<file path="config.mk">
export PLATFORM = sky130hd
export DESIGN_NAME = rv32_fetch_seq
export DESIGN_NICKNAME = d
export VERILOG_FILES = /design/src/rtl/rv32_fetch_seq.sv
export SDC_FILE = /design/constraint.sdc
export NUM_CORES = 1
export LEC_CHECK = 0
export CORE_ASPECT_RATIO = 1.25
export CORE_MARGIN = 10
export CORE_UTILIZATION = 41
export CTS_CLUSTER_DIAMETER = 200
export CTS_CLUSTER_SIZE = 8
export DETAILED_ROUTE_END_ITERATION = 8
export PLACE_DENSITY_LB_ADDON = 0.15
export SLEW_MARGIN = 20
export SYNTH_ARGS = -nofsm -noshare
export SYNTH_HDL_FRONTEND = slang
export SYNTH_SLANG_ARGS = --single-unit
</file>
<file path="constraint.sdc">
create_clock -name clk -period 6.7 [get_ports clk]
set_input_delay 1.34 -clock clk [delete_from_list [all_inputs] [get_ports clk]]
set_output_delay 1.34 -clock clk [all_outputs]
set_load 0.02 [all_outputs]
</file>
<file path="src/rtl/rv32_fetch_seq.sv">
// rv32_fetch_seq: sequential fetch/issue stage in front of a combinational
// RV32 execute core. Owns the architectural PC, fetches one word at a time,
// hands it to the core, advances on completion and keeps cycle/instret.
module rv32_fetch_seq #(
  parameter logic [31:0] PROGADDR_RESET = 32'h0000_0000
) (
  input  logic        clk,
  input  logic        reset,
  output logic        imem_valid,
  output logic [31:0] imem_addr,
  input  logic        imem_ready,
  input  logic [31:0] imem_rdata,
  output logic [31:0] pc,
  output logic [31:0] insn,
  output logic        insn_valid,
  input  logic        insn_complete,
  input  logic [31:0] pc_next,
  input  logic        pc_next_valid,
  input  logic        trap,
  output logic [63:0] csr_cycle,
  output logic [63:0] csr_instret,
  output logic        halted
);

  typedef enum logic [1:0] {
    IDLE  = 2'd0,
    FETCH = 2'd1,
    EXEC  = 2'd2,
    HALT  = 2'd3
  } state_t;

  state_t state_q;
  state_t state_d;
  logic   insn_load;
  logic   pc_load;
  logic   retire;

  // State register; reset parks the sequencer in IDLE.
  always_ff @(posedge clk or posedge reset) begin
    if (reset) begin
      state_q <= IDLE;
    end else begin
      state_q <= state_d;
    end
  end

  // Next-state and register-load strobes. Core handshake inputs only matter
  // in EXEC and the fetch accept only in FETCH.
  always_comb begin
    state_d   = state_q;
    insn_load = 1'b0;
    pc_load   = 1'b0;
    retire    = 1'b0;
    unique case (state_q)
      IDLE: begin
        state_d = FETCH;
      end
      FETCH: begin
        if (imem_ready) begin
          insn_load = 1'b1;
          state_d   = EXEC;
        end
      end
      EXEC: begin
        if (insn_complete) begin
          if (trap) begin
            state_d = HALT;
          end else if (pc_next_valid) begin
            pc_load = 1'b1;
            retire  = 1'b1;
            // A misaligned target is never fetched; stop with the PC updated.
            state_d = (pc_next[1:0] != 2'b00) ? HALT : FETCH;
          end else begin
            // Completion without a final next PC is a core protocol error.
            state_d = HALT;
          end
        end
      end
      HALT: begin
        state_d = HALT;
      end
      default: begin
        state_d = HALT;
      end
    endcase
  end

  // PC and instruction registers; insn only changes on the fetch accept edge.
  always_ff @(posedge clk or posedge reset) begin
    if (reset) begin
      pc   <= PROGADDR_RESET;
      insn <= 32'h0000_0000;
    end else begin
      if (pc_load) begin
        pc <= pc_next;
      end
      if (insn_load) begin
        insn <= imem_rdata;
      end
    end
  end

  // CSR counters: cycle runs in every state but HALT; both wrap modulo 2^64.
  always_ff @(posedge clk or posedge reset) begin
    if (reset) begin
      csr_cycle   <= 64'd0;
      csr_instret <= 64'd0;
    end else begin
      if (state_q != HALT) begin
        csr_cycle <= csr_cycle + 64'd1;
      end
      if (retire) begin
        csr_instret <= csr_instret + 64'd1;
      end
    end
  end

  assign imem_valid = (state_q == FETCH);
  assign imem_addr  = pc;
  assign insn_valid = (state_q == EXEC);
  assign halted     = (state_q == HALT);

endmodule
</file>
==> results.ini <==
[timing]
maxSlewViolCount=0
setup_violations=0
clock.fmax_ghz=0.281
max_slew_margin_pct=28.9
period_needed_ps=3560
fin_crit_sh_pct=53.2
fin_worst_skew_ps=14.9
finalWorstSetupSlack_ps=3140
worst_slew_pin_slew_ps=1060
rsz0062_at_grt=false
finalHoldViolations=0
fin_tns_setup_ps=0

[critical_path]
critPathLaunch=insn_complete
rrSetupSlack_ps=4130
ff2ff_path_depth=5
path_class=in -> reg
timing.rr.end=csr_cycle[62]
crit_end=csr_instret[52]
arrival_ps=3920
r2r_start=csr_cycle[28]
path_max_fanout=15
cp.required_ps=7050
setup.worst_path.start_class=input port
cp-end-kind=flip-flop

[synth]
synth_area_leaders=dfrtp_1 (56%), mux2_2 (8.6%), xnor2_1 (7.2%)
synth.largest_area_cell=dfrtp_1
ys.flop_type=dfrtp_1
yosysWarnings=0
synthCells=739
ys_seq_elements=194
ys_top_cells_by_count=dfrtp_1 (194), xnor2_1 (71), mux2_2 (66)
synth-async-reset-ratio_pct=100
yosysSeqAreaShare_pct=56.3
synth_fp_nets=811
yosysTopAreaCellShare_pct=56.3
avgSynthCellArea_um2=11.7
synth_edf_count=0
ys_types=38
yosysMostFrequentCell=dfrtp_1
netlist_area_um2=8630

[clock_tree]
post_cts_buffers=0
clk_latency_ps=430
cts_buffer_depth=2
clock-root-buffer=clkbuf_16
clkTransAtPathRegs_ps=80
cts_hold_buf=0
cts_resized=0
cts.sinks=194
h-tree-depth=4
cts_made_buffers=17
tritoncts=done

[routing]
first_iter_violations=208
first_pass_iters=5
vias=6525
vias_per_cell=5.01
top_layer=met4
drc=0
routedWlPerCell_um=19.4
wl_met1_mm=10.2
met3_length_mm=1.57
wirelength_mm=25.2
dr_wl_met2_mm=13.1
antenna_left=0

[die]
die_y_um=182
die_w_um=150
boundaryPins=297
dieArea_um2=27300
initial_core_util_pct=41.6
core.rowCount=59
core_um2=20700

[place]
hpwl_mm=19.5
dpl-instance-area_um2=11700
place_ws_ps=2700
port_buffers=296
place_congestion=0.809

[global_route]
grt_pass1_wl_mm=39.3
grt_pass1_vias=6715
overflow=0
grt_max_degree=76
antenna_found_initial=0
grt.total_usage_pct=18.2

[pwr]
netSwitchingPower_mw=0.709
combPwrFrac_pct=13.7
seqPwrFrac_pct=47.5
clkPwrFrac_pct=38.8
switching_share_pct=26.6
p_int_mw=1.95
p_per_area_nw_per_um2=217
irDropWorstVdd_mv=0.154
leakage_nw=5.29

[layout]
nNetsFinal=1087
drive_above_1_share_pct=11.6
area_growth_pct=42.5
num_antenna_cells=0
finalInstanceArea_um2=12300

[run_status]
outcome=complete, no violations

[hold_path]
hold_class=reg -> reg

[job]
max_cap_viol_count=0

[flip-flops by register name (all words and copies together) (netlist names)]
signal,cells
csr_cycle,64
csr_instret,64
imem_addr,32
insn,32
state_q,2
[area by class of cell]
type,instances,area (µm²)
clock buffer,18,439
clock inverter,14,160
tap,274,343
sequential,194,4850
inverter,14,60.1
timing repair buffer,300,2990
fill,1770,8450
multi-input combinational,488,3440
[power groups by stage]
| stage | Clock [mW] | Combinational [mW] | Sequential [mW] |
|---|---|---|---|
| detailed placement | 0 | 0.373 | 1.29 |
| global placement | 0 | 0.370 | 1.28 |
| floorplan | 0 | 0.109 | 1.35 |
| global route | 1.11 | 0.386 | 1.27 |
| CTS | 1.07 | 0.373 | 1.26 |
| finish | 1.03 | 0.365 | 1.26 |
[per-stage QoR]
step,util [%],power [mW],hold slack (ps),cells
2_1_floorplan,-,1.46,498,739
6_report,59.3,2.66,472,1302
4_1_cts,59.3,2.70,476,1302
3_3_place_gp,56.4,1.65,459,1270
3_5_place_dp,56.4,1.66,460,1270
5_1_grt,59.3,2.77,482,1302
[layer usage]
layer,vias to the layer above,track usage (%)
li1,3090,-
met3,21,5.00
met5,-,0
met4,0,4.71
met1,3248,21.5
met2,166,31.7
[worst min-delay path by stage]
| stage | startpoint | end | slack [ps] | cells past startpoint |
|---|---|---|---|---|
| 2_1_floorplan | state_q[0] | state_q[1] | 500 | 2 |
| 6_report | csr_instret[63] | csr_instret[63] | 470 | 1 |
| 5_1_grt | csr_instret[63] | csr_instret[63] | 480 | 1 |
| 4_1_cts | csr_instret[63] | csr_instret[63] | 480 | 1 |
| 3_5_place_dp | csr_instret[63] | csr_instret[63] | 460 | 1 |
| 3_3_place_gp | csr_instret[63] | csr_instret[63] | 460 | 1 |
[critical path: stages]
cell,delay (ps)
clkdlybuf4s50_1,500
nand3b_1,250
nor3_1,530
nand3_1,620
nor4_1,480
xor2_1,180
[kinds of logic after synthesis]
logic type               share of synthesized area, %
flip-flops                                       56.3
multiplexers                                     8.61
adder cells (fa/ha/maj)                         0.290
XOR/XNOR                                         12.8
AO/OA/AOI/OAI                                   0.232
AND/OR/NAND/NOR                                  17.8
buffers and inverters                            3.97
[cells in the final DEF, fill, tap and decap left out, drive strengths merged, types with 2 or more instances in the layout]
master         instances
and2                   3
and3                  14
and4                   8
buf                    4
clkbuf                18
clkdlybuf4s50        296
clkinv                 5
dfrtp                194
ha                     2
inv                   22
mux2                  66
nand2                 64
nand3                 44
nand4                 44
nor2                  41
nor3                  39
nor4                  17
or2                    3
or3                    4
or4                    2
xnor2                 71
xor2                  55
Note: power is estimated with default switching activity, not from simulation.
